==> src/rtl/router_pkt_tx.sv <==
// ---------------------------------------------------------------------------
// router_pkt_tx
//
// Packet transmitter that feeds the input port of the 1x3 router. A payload
// is first buffered from a local source, then one packet is sent as
// header {len, dest}, payload bytes and a trailing XOR parity byte.
// pkt_valid is high for the header and payload bytes and low for parity.
// The router's busy input holds whichever byte is being presented.
//
// Parameters:
//   MAX_LEN  maximum payload length, also the buffer depth (1..63)
//   IFG      idle cycles forced after the parity byte (0..15)
//
// Ports:
//   clock      system clock, rising edge
//   reset      asynchronous active-high reset
//   start      one-cycle send request (sampled in IDLE only)
//   dest       destination port 0..2 (3 is rejected)
//   len        payload length 0..MAX_LEN
//   pl_data    payload byte from the source
//   pl_valid   pl_data valid
//   pl_ready   payload byte accepted this cycle when pl_valid is high
//   busy       router busy, holds the current byte
//   pkt_valid  router packet-valid
//   data_out   byte to the router's data_in
//   tx_active  high in every state other than IDLE
//   done       one-cycle pulse when the inter-frame gap ends
//   err        one-cycle pulse when a request is rejected
//   corrupt    (TX_PARITY_INJECT_EN only) latched with start; inverts bit 0
//              of the transmitted parity byte
//
// Optional feature macro: TX_PARITY_INJECT_EN
// ---------------------------------------------------------------------------
module router_pkt_tx #(
  parameter int MAX_LEN = 63,
  parameter int IFG     = 2
) (
`ifdef TX_PARITY_INJECT_EN
  input  logic       corrupt,
`endif
  input  logic       clock,
  input  logic       reset,
  input  logic       start,
  input  logic [1:0] dest,
  input  logic [5:0] len,
  input  logic [7:0] pl_data,
  input  logic       pl_valid,
  output logic       pl_ready,
  input  logic       busy,
  output logic       pkt_valid,
  output logic [7:0] data_out,
  output logic       tx_active,
  output logic       done,
  output logic       err
);

  localparam int         AW        = (MAX_LEN > 1) ? $clog2(MAX_LEN) : 1;
  localparam logic [5:0] MAX_LEN_C = 6'(MAX_LEN);
  // Value of gap_cnt in the final GAP cycle (unused when IFG is 0).
  localparam logic [3:0] IFG_LAST  = 4'(IFG - 1);

  typedef enum logic [2:0] {
    S_IDLE,
    S_LOAD,
    S_HEADER,
    S_PAYLOAD,
    S_PARITY,
    S_GAP
  } state_t;

  state_t      state_reg;
  state_t      state_next;

  logic [1:0]  dest_reg;
  logic [5:0]  len_reg;
  logic [5:0]  wr_ptr;
  logic [5:0]  rd_ptr;
  logic [5:0]  rd_ptr_next;
  logic [7:0]  parity_reg;
  logic [7:0]  parity_out;
  logic [3:0]  gap_cnt;
  logic        done_reg;
  logic        err_reg;

  logic        start_ok;
  logic        load_full;
  logic        wr_en;
  logic        hdr_accept;
  logic        pl_accept;
  logic        par_accept;
  logic        gap_exit;
  logic [7:0]  header;

  logic [AW-1:0] wr_addr;
  logic [AW-1:0] rd_addr;
  logic [7:0]    mem [0:MAX_LEN-1];
  logic [7:0]    rd_data;

`ifdef TX_PARITY_INJECT_EN
  logic        corrupt_reg;
  assign parity_out = parity_reg ^ {7'b0, corrupt_reg};
`else
  assign parity_out = parity_reg;
`endif

  assign start_ok  = start && (dest != 2'd3) && (len <= MAX_LEN_C);
  assign header    = {len_reg, dest_reg};
  assign load_full = (wr_ptr == len_reg);
  assign pl_ready  = (state_reg == S_LOAD) && !load_full;
  assign wr_en     = pl_ready && pl_valid;
  assign wr_addr   = wr_ptr[AW-1:0];
  assign done      = done_reg;
  assign err       = err_reg;

  // -------------------------------------------------------------------------
  // Next-state and output decode
  // -------------------------------------------------------------------------
  always_comb begin
    state_next  = state_reg;
    pkt_valid   = 1'b0;
    data_out    = 8'h00;
    tx_active   = 1'b1;
    hdr_accept  = 1'b0;
    pl_accept   = 1'b0;
    par_accept  = 1'b0;
    gap_exit    = 1'b0;
    rd_ptr_next = rd_ptr;

    case (state_reg)
      S_IDLE: begin
        tx_active = 1'b0;
        if (start_ok) begin
          state_next  = S_LOAD;
          rd_ptr_next = 6'd0;
        end
      end

      S_LOAD: begin
        if (load_full) begin
          state_next = S_HEADER;
        end
      end

      S_HEADER: begin
        pkt_valid = 1'b1;
        data_out  = header;
        if (!busy) begin
          hdr_accept = 1'b1;
          state_next = (len_reg == 6'd0) ? S_PARITY : S_PAYLOAD;
        end
      end

      S_PAYLOAD: begin
        pkt_valid = 1'b1;
        data_out  = rd_data;
        if (!busy) begin
          pl_accept   = 1'b1;
          rd_ptr_next = rd_ptr + 6'd1;
          if (rd_ptr == len_reg - 6'd1) begin
            state_next = S_PARITY;
          end
        end
      end

      S_PARITY: begin
        data_out = parity_out;
        if (!busy) begin
          par_accept = 1'b1;
          if (IFG == 0) begin
            state_next = S_IDLE;
            gap_exit   = 1'b1;
          end else begin
            state_next = S_GAP;
          end
        end
      end

      S_GAP: begin
        // busy is deliberately ignored here; the gap always runs IFG cycles.
        if (gap_cnt == IFG_LAST) begin
          state_next = S_IDLE;
          gap_exit   = 1'b1;
        end
      end

      default: begin
        state_next = S_IDLE;
        tx_active  = 1'b0;
      end
    endcase
  end

  // -------------------------------------------------------------------------
  // Payload buffer. The read port is registered and addressed with the next
  // value of rd_ptr, so rd_data always equals mem[rd_ptr] one cycle later and
  // the payload streams with no bubble after each accept. The last increment
  // can point one past the buffer; that address is folded to 0 since the
  // value is never presented.
  // -------------------------------------------------------------------------
  assign rd_addr = (rd_ptr_next < MAX_LEN_C) ? rd_ptr_next[AW-1:0] : '0;

  always_ff @(posedge clock) begin
    if (wr_en) begin
      mem[wr_addr] <= pl_data;
    end
    rd_data <= mem[rd_addr];
  end

  // -------------------------------------------------------------------------
  // State register and datapath registers
  // -------------------------------------------------------------------------
  always_ff @(posedge clock or posedge reset) begin
    if (reset) begin
      state_reg  <= S_IDLE;
      dest_reg   <= 2'd0;
      len_reg    <= 6'd0;
      wr_ptr     <= 6'd0;
      rd_ptr     <= 6'd0;
      parity_reg <= 8'h00;
      gap_cnt    <= 4'd0;
      done_reg   <= 1'b0;
      err_reg    <= 1'b0;
`ifdef TX_PARITY_INJECT_EN
      corrupt_reg <= 1'b0;
`endif
    end else begin
      state_reg <= state_next;
      rd_ptr    <= rd_ptr_next;
      done_reg  <= gap_exit;
      err_reg   <= (state_reg == S_IDLE) && start && !start_ok;

      if ((state_reg == S_IDLE) && start_ok) begin
        dest_reg   <= dest;
        len_reg    <= len;
        wr_ptr     <= 6'd0;
        parity_reg <= 8'h00;
`ifdef TX_PARITY_INJECT_EN
        corrupt_reg <= corrupt;
`endif
      end

      if (wr_en) begin
        wr_ptr <= wr_ptr + 6'd1;
      end

      // The accumulator restarts from the header, so an aborted packet never
      // leaks into the next one.
      if (hdr_accept) begin
        parity_reg <= header;
      end else if (pl_accept) begin
        parity_reg <= parity_reg ^ rd_data;
      end

      if (par_accept) begin
        gap_cnt <= 4'd0;
      end else if (state_reg == S_GAP) begin
        gap_cnt <= gap_cnt + 4'd1;
      end
    end
  end

endmodule
==> config.mk <==
export PLATFORM = sky130hd
export DESIGN_NAME = router_pkt_tx
export DESIGN_NICKNAME = d
export VERILOG_FILES = /design/src/rtl/router_pkt_tx.sv
export SDC_FILE = /design/constraint.sdc
export NUM_CORES = 1
export LEC_CHECK = 0
export CAP_MARGIN = 20
export CORE_MARGIN = 5
export CORE_UTILIZATION = 59
export CTS_BUF_LIST = sky130_fd_sc_hd__clkbuf_8
export CTS_CLUSTER_DIAMETER = 120
export CTS_CLUSTER_SIZE = 30
export DETAILED_ROUTE_END_ITERATION = 7
export PLACE_DENSITY = 0.79
export SLEW_MARGIN = 20
export SYNTH_ARGS = -nofsm -noshare
export SYNTH_HDL_FRONTEND = slang
export SYNTH_SLANG_ARGS = --single-unit
==> constraint.sdc <==
create_clock -name clock -period 3.2 [get_ports clock]
set_clock_uncertainty 0.2 [all_clocks]
set_input_delay 0.64 -clock clock [delete_from_list [all_inputs] [get_ports clock]]
set_output_delay 0.64 -clock clock [all_outputs]
set_load 0.01 [all_outputs]
==> reports/qor.csv <==
stage;metric;value;unit
sta;RSZ-0062 raised after global routing;yes;
final_layout;max reg flops;504;
die;Starting Density;60.03;%
logic_synthesis;Post-Syn Nets;1744;
worst_setup_path;Critical Path End Type;flip-flop;
sta;Setup TNS Final;-1.396;ns
die;Die X;206.2;microns
routing;routed vias/inst;6.325;
final_layout;fillers;2561;
routing;via count;15590;
sta;final setup fails;8;
placement;placed cell count;2413;
run_status;status;finished, violations left;
logic_synthesis;Synth Cell Area;22720;sq um
clock_tree;Max clock buf depth;3;
grt;initial antenna violation count;0;
logic_synthesis;unique cell type count in the Yosys netlist;73;
logic_synthesis;top_reg_cell synth;edfxtp_1;
pwr;maximum VDD drop;483.2;uV
die;# IOs;34;
logic_synthesis;Gate Count Post-Synth;1717;
clock_tree;worst-skew pair later-pin latency;0.66;ns
sta;crit path time final;3.407;ns
grt;vias in the first global route;15040;
final_layout;Reg with most FFs;mem;
logic_synthesis;synthesized area per cell;13.23;sq um
grt;total track usage;28.09;%
routing;DR iter-0 viols;2197;
sta;Max Clk Rate;293.5;MHz
pwr;power density cells;774.3;nW/um^2
final_layout;final instance count without filler cells;2465;
worst_setup_path;r2r setup slk;-0.20;ns
routing;overall routed net length;60.57;mm
sta;fin. max-slew vios;0;
logic_synthesis;register area share after synthesis;71.40;%
clock_tree;clock sink count;549;
logic_synthesis;Post-synth EDFFs;504;
clock_tree;H-tree levels;1;
logic_synthesis;Seq cells post-synth;549;
placement;hpwl dp;41.19;mm
clock_tree;hold buffers post-CTS;0;
logic_synthesis;asr flop ratio synth;6.740;%
clock_tree;clock root cell;clkbuf_8;
die;chip height;206.2;microns
pwr;total leakage power;9.475;nW
die;row cnt;71;
grt;largest net degree at the start of global routing;42;
final_layout;area growth from synthesis to layout;16.48;%
sta;final hold violation count;0;
die;Die Area;42530;sq um
final_layout;diode count;0;
grt;GR Overflow Total;0;
flow_run;max_cap viols;0;
sta;Tcrit/Tclk final;106.5;%
worst_setup_path;critical-path maximum fanout;9;
run_status;violated checks;setup timing;
routing;DRT antenna net count;0;
clock_tree;cts bufs inserted;22;
clock_tree;CTS tree;yes;
worst_setup_path;Worst Path Required;3.54;ns
worst_setup_path;Critical Setup Path Class;input port to flip-flop;
worst_setup_path;Startpoint Class;input port;
placement;gpl congestion;0.9442;
logic_synthesis;Ys Warns;0;
grt;first-pass GRT wire length;90.14;mm
worst_setup_path;Register-to-Register Path Depth;14;
final_layout;Final Net Count;1966;
clock_tree;Clock transition at path regs;0.18;ns
worst_setup_path;CP arrival;3.74;ns
sta;Max transition margin;36.48;%
sta;Tightest Pin Transition;0.9502;ns
sta;Final WS setup;-0.2070;ns
min_path;Worst Hold Class;input port to async pin;
routing;DRT Pass-1 Iters;6;
placement;port buffer count;33;
final_layout;share of cells above drive strength 1;20.88;%
routing;detailed-route DRC error count;0;
die;core area;37840;sq um
routing;wire per inst;24.57;microns
report_power, final:
group,total [mW],internal (mW),switching [mW]
logic,9.46,3.99,5.47
clock network,2.70,0.678,2.02
registers,8.33,8.08,0.248
worst max-delay path, stage by stage:
cell and delay [ns]:
clkdlybuf4s50_1 0.46, nand4b_1 0.35, nor3_1 0.40, a22oi_2 0.19
o2bb2ai_4 0.19, buf_6 0.14, o21ai_4 0.13, buf_12 0.15
buf_6 0.17, mux2i_4 0.26, a221oi_2 0.09, a311oi_1 0.29
buf_4 0.18, o211ai_1 0.09
through the flow:
| stage | util, % | cell area, sq um | total power [mW] | hold slack (ns) | setup slack (ns) |
|---|---|---|---|---|---|
| final | 69.92 | 26460 | 20.49 | 0.1763 | -0.2070 |
| after global placement | 67.44 | 25520 | 16.88 | 0.2961 | -1.022 |
| after floorplan | - | 22720 | 13.16 | 0.2711 | -0.05131 |
| after detailed placement | 67.44 | 25520 | 17.10 | 0.2889 | -1.027 |
| after CTS | 69.10 | 26150 | 19.91 | 0.1756 | -0.1529 |
| after global routing | 69.92 | 26460 | 21.33 | 0.2057 | -0.3198 |
cell usage after synthesis, drive strengths merged (9+ instances only):
| library cell | n | area share, % |
|---|---|---|
| a21oi | 92 | 2.1 |
| a221oi | 40 | 1.6 |
| a22oi | 9 | 0.30 |
| a311oi | 10 | 0.41 |
| a31oi | 11 | 0.30 |
| buf | 62 | 1.4 |
| clkbuf | 46 | 0.76 |
| dfrtp | 37 | 4.1 |
| edfxtp | 504 | 67 |
| inv | 20 | 0.34 |
| mux2i | 65 | 2.9 |
| nand2 | 290 | 4.8 |
| nand3 | 83 | 1.8 |
| nor2 | 127 | 2.1 |
| nor3 | 23 | 0.53 |
| o211ai | 18 | 0.64 |
| o21ai | 95 | 2.2 |
| o221ai | 9 | 0.35 |
| o22ai | 19 | 0.52 |
| o2bb2ai | 12 | 0.49 |
| or3 | 18 | 0.50 |
| xnor2 | 9 | 0.35 |
kinds of logic (layout without fill, tap and decap cells):
family	count (synthesis)	count (layout)	share of synthesized area, %
simple gates	576	576	10.85
flops	549	549	71.40
compound gates	369	370	11.03
buf+inv	128	364	2.512
mux	73	73	3.261
xor+xnor	16	16	0.6169
fa+ha+maj	6	6	0.3305
placed cells by master (no fill, tap or decap), drive strengths merged, types with 19 or more instances in the layout:
cell type  count
o22ai         19
buf          286
edfxtp       504
nand2        290
clkbuf        24
a21oi         92
mux2i         65
nor3          23
nor2         127
o21ai         96
nand3         83
a221oi        40
inv           36
dfrtp         37
what timing repair did:
action | in CTS | in global routing
pin swaps | 5 | 31
gates cloned | 1 | 0
resized for setup | 74 | 63
buffers inserted | 5 | 9
endpoints found under the setup margin | 19 | 18
path summary, 6_finish.rpt:
path	from	endpoint
worst max-delay path	busy	rd_data[0]$_DFF_P_
worst min-delay path	reset	state_reg[2]$_DFFE_PP0P_
worst max register to register	rd_ptr[1]$_DFF_PP0_	rd_data[0]$_DFF_P_
worst min register to register	dest_reg[0]$_DFFE_PP0P_	dest_reg[0]$_DFFE_PP0P_
max in group asynchronous	reset	len_reg[0]$_DFFE_PP0P_
min in group clock	pl_data[4]	mem[44][4]$_DFFE_PP_
routing by layer:
metal,vias up,track usage (%),wire length [microns]
li1,6891,-,-
met1,7603,39.53,23190
met2,977,46.07,28950
met3,121,3.844,5967
met4,0,9.316,2460
met5,-,0,0
area by class of cell:
class                   instances  area (sq um)  area share, %
inverters                      20         77.57         0.2932
repair buffers                305          2716          10.27
well taps                     511         639.4          2.416
clock inverters                17         95.09         0.3594
flip-flops and latches        549         16230          61.32
clock buffers                  22         302.8          1.144
multi-input cells            1041          6404          24.20
No activity file was read; power rests on OpenSTA's default activity.
